--- src/rtl/jt51_kon_sched.sv ---
// Key-on scheduler: queues CPU key-on writes and applies each over a whole
// 32-slot round so the envelope stage's key-on edge detector sees every change.
module jt51_kon_sched #(
    parameter int DEPTH = 4,
    parameter int AW    = 2
) (
    input  logic       clk,
    input  logic       rst,
    input  logic       zero,
    input  logic       kon_we,
    input  logic [2:0] kon_ch,
    input  logic [3:0] kon_op,
    input  logic       csm_req,
    output logic       keyon_II,
    output logic [4:0] slot,
    output logic       busy,
    output logic       full,
    output logic       ovf
);

    typedef enum logic [1:0] {
        IDLE  = 2'd0,
        WAIT0 = 2'd1,
        APPLY = 2'd2
    } state_t;

    localparam logic [AW:0] FULL_CNT = (AW+1)'(DEPTH);

    state_t         state, state_nx;
    logic [4:0]     pass_cnt, pass_cnt_nx;
    logic           pass_cmd, pass_cmd_nx;
    logic           csm_pend, csm_act, csm_act_nx;
    logic [31:0]    kon_state, kon_nx;

    logic [6:0]     fifo_mem [DEPTH];
    logic [AW-1:0]  wr_ptr, rd_ptr, head_idx;
    logic [AW:0]    count, count_nx, count_left;
    logic [2:0]     head_ch;
    logic [3:0]     head_op;

    logic           last, pop, push, remain, start;
    logic [4:0]     slot_nx;

    // Datapath decisions shared by the FSM and the FIFO.
    always_comb begin
        last       = (state == APPLY) && (pass_cnt == 5'd31);
        pop        = last && pass_cmd;
        push       = kon_we && (!full || pop);
        count_left = count - {{AW{1'b0}}, pop};
        // A write landing in this cycle is not counted: the FSM sees it next cycle.
        remain     = (count_left != '0);
        start      = zero && ((state == WAIT0) || (last && (remain || csm_pend)));
        head_idx   = rd_ptr + {{(AW-1){1'b0}}, pop};
        {head_ch, head_op} = fifo_mem[head_idx];
        count_nx   = count + {{AW{1'b0}}, push} - {{AW{1'b0}}, pop};
        slot_nx    = zero ? 5'd1 : slot + 5'd1;
    end

    // NOTE: every variable written here gets a default first, so no latch is inferred.
    always_comb begin
        state_nx    = state;
        pass_cnt_nx = pass_cnt;
        pass_cmd_nx = pass_cmd;
        csm_act_nx  = csm_act;
        case (state)
            IDLE: begin
                if (count != '0 || csm_pend)
                    state_nx = WAIT0;
            end
            APPLY: begin
                pass_cnt_nx = pass_cnt + 5'd1;
                if (last) begin
                    csm_act_nx  = 1'b0;
                    pass_cmd_nx = 1'b0;
                    state_nx    = (remain || csm_pend) ? WAIT0 : IDLE;
                end
            end
            default: ;
        endcase
        // A pass ending on a zero pulse chains straight into the next one.
        if (start) begin
            state_nx    = APPLY;
            pass_cnt_nx = 5'd0;
            pass_cmd_nx = remain;
            csm_act_nx  = csm_pend;
        end
    end

    always_comb begin
        kon_nx = kon_state;
        if (start && remain) begin
            for (int s = 0; s < 32; s++) begin
                if (3'(s) == head_ch)
                    kon_nx[5'(s)] = head_op[2'(s >> 3)];
            end
        end
    end

    assign busy = (state != IDLE) || (count != '0);

    // NOTE: sequential state uses non-blocking assignments only, so every register samples pre-edge values.
    always_ff @(posedge clk or posedge rst) begin
        if (rst) begin
            slot      <= 5'd0;
            state     <= IDLE;
            pass_cnt  <= 5'd0;
            pass_cmd  <= 1'b0;
            csm_pend  <= 1'b0;
            csm_act   <= 1'b0;
            kon_state <= 32'd0;
            keyon_II  <= 1'b0;
            wr_ptr    <= '0;
            rd_ptr    <= '0;
            count     <= '0;
            full      <= 1'b0;
            ovf       <= 1'b0;
        end else begin
            slot      <= slot_nx;
            state     <= state_nx;
            pass_cnt  <= pass_cnt_nx;
            pass_cmd  <= pass_cmd_nx;
            csm_pend  <= (csm_pend && !start) || csm_req;
            csm_act   <= csm_act_nx;
            kon_state <= kon_nx;
            // Look ahead one slot so a freshly applied bit shows without a bubble.
            keyon_II  <= kon_nx[slot_nx] | csm_act_nx;
            if (push)
                wr_ptr <= wr_ptr + {{(AW-1){1'b0}}, 1'b1};
            if (pop)
                rd_ptr <= rd_ptr + {{(AW-1){1'b0}}, 1'b1};
            count     <= count_nx;
            full      <= (count_nx == FULL_CNT);
            ovf       <= ovf || (kon_we && !push);
        end
    end

    // NOTE: the FIFO storage has no reset; the pointers and count alone decide what is valid.
    always_ff @(posedge clk) begin
        if (push)
            fifo_mem[wr_ptr] <= {kon_ch, kon_op};
    end

endmodule

--- config.mk ---
export PLATFORM = sky130hd
export DESIGN_NAME = jt51_kon_sched
export DESIGN_NICKNAME = d
export VERILOG_FILES = /design/src/rtl/jt51_kon_sched.sv
export SDC_FILE = /design/constraint.sdc
export NUM_CORES = 1
export LEC_CHECK = 0
export CORE_MARGIN = 5
export CORE_UTILIZATION = 45
export CTS_BUF_LIST = sky130_fd_sc_hd__clkbuf_4 sky130_fd_sc_hd__clkbuf_8
export DETAILED_ROUTE_END_ITERATION = 7
export DONT_BUFFER_PORTS = 1
export SYNTH_ARGS = -nofsm -noshare
export SYNTH_HDL_FRONTEND = slang
export SYNTH_SLANG_ARGS = --single-unit
export TNS_END_PERCENT = 5
--- constraint.sdc ---
create_clock -name clk -period 2.9 [get_ports clk]
set_input_delay 0.145 -clock clk [delete_from_list [all_inputs] [get_ports clk]]
set_output_delay 0.145 -clock clk [all_outputs]
set_load 0.05 [all_outputs]
## Word level (Yosys, flattened, before mapping)

Memory sizes are Yosys's and may differ from the RTL's.
Cells that the tools add are included.

| word-level totals | value |
|---|---|
| logic and storage cells | 100 |
| input bits | 12 |
| memory bits (writable) | 28 |
| memory bits (read-only) | 0 |
| output and inout port bits | 9 |
| bits in registers | 41 |
| memories | 1 |
| bits in latches | 0 |

| cells by class | value |
|---|---|
| bitwise gates (word level) | 1 |
| shift operators | 0 |
| reduce and logical (&&, ||, !) cells | 28 |
| $add $sub $neg | 8 |
| eq/ne operators | 13 |
| div/mod/pow operators | 0 |
| magnitude comparators | 1 |
| multiplexer cells | 35 |
| multipliers | 0 |

Memories:

| memory | words | width | read ports | clocked after Yosys merged registers in | write ports | line | RTL |
|---|---|---|---|---|---|---|---|
| fifo_mem | 4 | 7 | 1 | 0 | 1 | 35 | `logic [6:0] fifo_mem [DEPTH];` |

Operators with widths:

| kind | number |
|---|---|
| 1-bit two-way mux | 26 |
| 16-bit two-way mux | 1 |
| 5-bit two-way mux | 3 |
| 3-bit equality test, first input constant | 4 |
| 5-bit by 1-bit adder with 5-bit output, second input constant | 2 |
| 3-bit nonzero test | 3 |
| 1-bit logical AND | 8 |
| 1-bit logical OR | 7 |
| 2-bit by 3-bit equality test with 1-bit output, first input constant | 2 |
| 5-bit by 6-bit < comparator with 1-bit output, second input constant | 1 |
| 2-bit two-way mux | 3 |
| 3-bit inequality test, second input constant | 2 |
| 2-bit nonzero test | 3 |
| 3-bit by 1-bit subtractor with 3-bit output | 2 |
| 1-bit binary-select mux with 5-bit select | 1 |
| 5-bit equality test, second input constant | 1 |
| 2-bit by 1-bit adder with 2-bit output, second input constant | 2 |
| 2-bit case mux with 2 select lines | 1 |
| 3-bit by 1-bit adder with 3-bit output | 1 |
| 1-bit by 3-bit equality test with 1-bit output, first input constant | 1 |
| 3-bit equality test, second input constant | 1 |
| 1-bit zero test | 3 |
| 3-bit zero test | 1 |
| 3-bit AND reduction | 1 |
| other kinds (6) | 6 |

## Logic depth before layout (Yosys ltp)

| depth | value |
|---|---|
| word-level depth | 14 |
| gate-level depth with buffers | 14 |
| depth with buffers taken out | 12 |

## Worst setup path before layout

OpenSTA, ideal clock, no wires.

| path | value |
|---|---|
| kind | reg2reg |
| start | reg pass_cnt[0] |
| end | reg keyon_II |
| buffers on the path | 2 |
| arrival time | 2.919 ns |
| stages on the path, launching flop included | 15 |
| slack | -0.141 ns |
| cell sequence | dfrtp_1 > ha_1 > and3_1 > ha_1 > and4b_1 > buf_6 > nor3_2 > o32a_1 > or2_1 > buf_6 > nand4_2 > mux2_4 > a21o_1 > a311o_1 > o22a_1 |

| on the way | value |
|---|---|
| cells in the longest elaborated chain, start to end | 14 |
| elaborated cells between the ends (all ways) | 43 |

RTL lines:

| item | line | RTL |
|---|---|---|
| start: declaration | 30 | `logic [4:0] pass_cnt, pass_cnt_nx;` |
| start signal: assignment | 120 | `pass_cnt <= pass_cnt_nx;` |
| 5-bit equality test * | 46 | `last = (state == APPLY) && (pass_cnt == 5'd31);` |
| 1-bit logical AND * | 46 |  |
| branches (longest 8 deep; another with memory 4 x 7 bit) | - |  |
| 16-bit two-way mux * | 91 | `if (start && remain) begin` |
| net kon_nx[6] | 33 | `logic [31:0] kon_state, kon_nx;` |
| 1-bit binary-select mux with 5-bit select * | 126 | `keyon_II <= kon_nx[slot_nx] \| csm_act_nx;` |
| 1-bit two-way mux (not written as such) * | 126 |  |
| 1-bit OR * | 126 |  |
| end signal: assignment | 126 |  |
| end: declaration | 14 | `output logic keyon_II,` |

Mark *: on every way through the listed nets, which the timed path passes. The select of a mux whose other input is x is not followed.
A chain may end at the register's enable or synchronous reset.

## Final worst setup path

| path | value |
|---|---|
| start | reg pass_cnt[1] |
| end | reg keyon_II |

The elaborated chain is that of the path after synthesis.

==> results.txt <==
- The H-tree generated during clock tree synthesis spans 3 levels.
- From synthesis to final layout, the design area changed by 24.1%.
- Summed over all layers, the global routing overflow is 0.
* Cell type with the largest total area after synthesis: dfrtp_1
- Clock network fraction of design power: between 20 and 25%
* Data arrival time of the critical path: about 3.4 ns
- The filler cells instantiated in the layout total ~590.
- Yosys mapped a number of flops with a built-in enable equal to 20.
* Required time at the endpoint of the critical path: 3.13 ns
* Leading cell types by total area after synthesis: dfrtp_1 (32%), edfxtp_1 (19%), mux2_2 (5.0%)
- Die Y-Extent: 93.8 um
- The count of final hold-check violations came to 0.
* Flops & latches, synth: just over 60
- The via count of the first global-routing pass was approximately 2300.
* Post-route ant nets: 0
- IR drop worst, VDD: 0.390 mV
- The netlist uses between 60 and 70 different library cells.
- Most used routing layer in global routing: met2
- Clock network latency to the later pin of the worst-skew pair: 0.34 ns
- For this block, the initial DRC count from the detailed router was slightly below 100.
* Number of clock buffers inserted by TritonCTS: 9
- The critical path in this run is classified as flop to flop.
- The multi-input combinational cells in the finished layout cover a total of 1470 um2.
- At the end of routability-driven placement, the weighted congestion stood at about 0.83.
- No sink is reached through more buffers than the 2 on the longest clock path.
* Top cell type's share of synthesized area: ~32%
- Vias after detailed routing: roughly 2300
- Async SR Flop Fraction: about two thirds
* Yosys Warn Count: 0
- Number of antenna violations at the first check in global routing: 0
- STA classifies the critical path endpoint as a flop.
- A synthesized cell averages about 12 um2.
- Max Clk Rate: 315 MHz
- Max Transition Viols Final: 0
- Cell-internal power: ~0.0020 W
* HPWL after DPL: approximately 4.7 mm
- For met2 alone, demand over resource in global routing was approximately a quarter.
- After layout, the worst path uses 109% of the clock period.
* Combined flip-flop and latch cell area: around 1600 um2
- The checks that failed: setup timing.
- In this run the static leakage power is ~1.6 nW.
- Headroom to the max-slew limit came out at between 20% and 30%.
- For the finished layout, the period the worst path requires is between 3 and 4 ns.
- Die Area: roughly 8800 um2
* Quantity of I/O buffers inserted on ports: 0
- Per report_power, the sequential group accounts for between 40 and 50% of the total.
- Startpoint Class: flop
* Effective utilization at floorplan: between 40% and 50%
* Hold crit path type: primary input to flop
- PnR worst setup slack: -0.273 ns
* Clock root buffer: clkbuf_8
- In this run the power density over the cells is roughly 770 nW/um2.
- dfrtp_1 is the most common cell in the netlist.
- Combinational logic is responsible for 30.1% of the overall power.
- In the synthesized netlist the dominant register cell turns out to be dfrtp_1.
- Proportion of total power due to net switching: 32.1%
* Non-filler instance count after layout: around 430
- Global-route track usage on met1: between 20 and 25%
* Maximum net fanout on the critical path: 11
- Vias per cell: around 5.2
- Top-Level Pins: 21
- Setup violations remaining at the end of the flow were counted as 1.
* Run status: finished with violations
- For the pin with the worst max-slew slack, the measured transition is roughly 1.0 ns.
- Clock input transition at the sequential cells of the worst setup and hold paths: 0.07 ns
- Global-route wire length before repair: approximately 11 mm
- Chip width: 93.8 um
* Psw: around 0.00097 W
- Row generation in the floorplan step produced 30 rows.
* M3 GR Usage: slightly above 5%
- Routed length per instance: between 15 and 20 um
- Max-cap violations in this run came to 0.
- The commonest cells after synthesis are dfrtp_1 (41), edfxtp_1 (20), nor2_1 (17), nand2_1 (16), mux2_2 (14).
* Share of layout cells above drive strength 1: around 32%
* CORE AREA: just under 7000 um2
* Clock Sinks: 61
- TritonCTS built the clock tree.
- Global routing used ~16% of the available tracks across all layers.
* Post-Route WL: about 6.4 mm
- DP Cell Count: roughly 400
- Antenna diode instance count: 0
- Post-place setup slack: -0.361 ns
- DRC violations left: 0
- Entering global routing, the biggest net connects 30 pins.
- Between clock sinks in the finished design, the worst skew comes to about 0.011 ns.
- Portion of the post-synthesis area used by sequential elements: between 50 and 60%
* Drt first pass iters: 4
- Synthesized net count: between 200 and 300
- At the end of the flow, the number of nets in the layout was approximately 350.
- Number of instances in the synthesized netlist: 273
- Setup repair after global routing missed its margin: yes
* Synth Cell Area: 3160 um2
path summary, 6_finish.rpt:
path	to	start	slack [ns]	cells after the start
worst max-delay path	keyon_II	pass_cnt[1]	-0.27	15
worst min-delay path	csm_pend	zero	0.08	2
worst max register to register	keyon_II	pass_cnt[1]	-0.27	15
worst min register to register	kon_state[13]	kon_state[13]	0.47	2
max in group asynchronous	kon_state[8]	rst	1.85	3
min in group asynchronous	slot[0]	rst	0.38	2
worst max-delay path, stage by stage, from the launching register on:
cell	delay (ns)
dfrtp_1	0.38
ha_2	0.19
and3_4	0.15
ha_4	0.16
buf_4	0.14
nand4b_1	0.11
buf_6	0.15
buf_4	0.13
nand3_1	0.09
a22oi_2	0.19
o211a_4	0.23
nand3_2	0.11
mux2_4	0.33
a21bo_1	0.19
a311o_1	0.36
o22a_1	0.17
cells in the final DEF (no fill, tap or decap), types with 5 or more instances in the layout:
cell type      count
nor2_1            17
a21oi_1            8
xnor2_1            8
ha_1               6
xor2_1             5
dlygate4sd3_1      9
nor3_1             8
or3_1              5
nand2_1           14
edfxtp_1          20
and2_1             5
dfrtp_1           41
nand3_1            9
inv_1             11
o211ai_1           5
clkbuf_8          13
mux2_2            14
buf_4             47
o21ai_0           12
layout make-up:
class	count	share of cell area [%]
inverter	13	1.24
timing repair buffer	57	11.6
tap	96	3.06
clock buffer	15	4.95
clock inverter	1	0.128
multi-input combinational	186	37.6
sequential	61	41.5
through the flow:
step / cell area (um2) / hold WS [ns] / power [W] / utilization [%] / setup TNS [ns]
finish: 3920 / 0.0758 / 0.00301 / 57.4 / -0.273
global route: 3920 / 0.0610 / 0.00322 / 57.4 / -0.629
CTS: 3920 / 0.0613 / 0.00304 / 57.4 / -0.275
detailed placement: 3560 / 0.217 / 0.00225 / 52.2 / -0.361
global placement: 3560 / 0.206 / 0.00222 / 52.2 / -0.309
floorplan: 3200 / 0.244 / 0.00198 / - / -0.0655
layer usage:
layer	wire, um	vias up
met3	309	15
li1	-	1112
met2	2990	47
met1	3000	1076
met4	140	0
met5	0	-
cells by family (layout without fill, tap and decap cells):
group	count (synthesis)	count (layout)	share of synthesized area (%)
AOI/OAI and AO/OA	54	54	12.7
xor gates and xnor gates	13	13	3.60
adders and majority gates	9	9	3.80
buffers and inverters	26	86	4.75
DFF	61	61	51.5
muxes	21	21	7.68
and+or+nand+nor	89	89	16.0
sequential cells by signal, summed over array words and instances (netlist names), 2 cells and up:
| name | flops |
|---|---|
| slot | 5 |
| kon_state | 16 |
| wr_ptr | 2 |
| fifo_mem | 20 |
| count | 3 |
| rd_ptr | 2 |
| state | 2 |
| pass_cnt | 5 |
timing repair:
| action | 4_1_cts | 5_1_grt |
|---|---|---|
| hold buffers | 9 | 0 |
| buffers inserted | 2 | 0 |
| pin swaps | 5 | 0 |
| endpoints found under the setup margin | 2 | 2 |
| hold endpoints to repair | 53 | 0 |
| resized for setup | 10 | 1 |
power by group through the flow:
stage	clock network [W]	registers, W	logic [W]
floorplan	0	0.00135	0.000625
global placement	0	0.00138	0.000846
detailed placement	0	0.00138	0.000872
CTS	0.000754	0.00137	0.000916
global route	0.000798	0.00140	0.00102
finish	0.000734	0.00137	0.000907
Note: power is estimated with default switching activity, not from simulation.
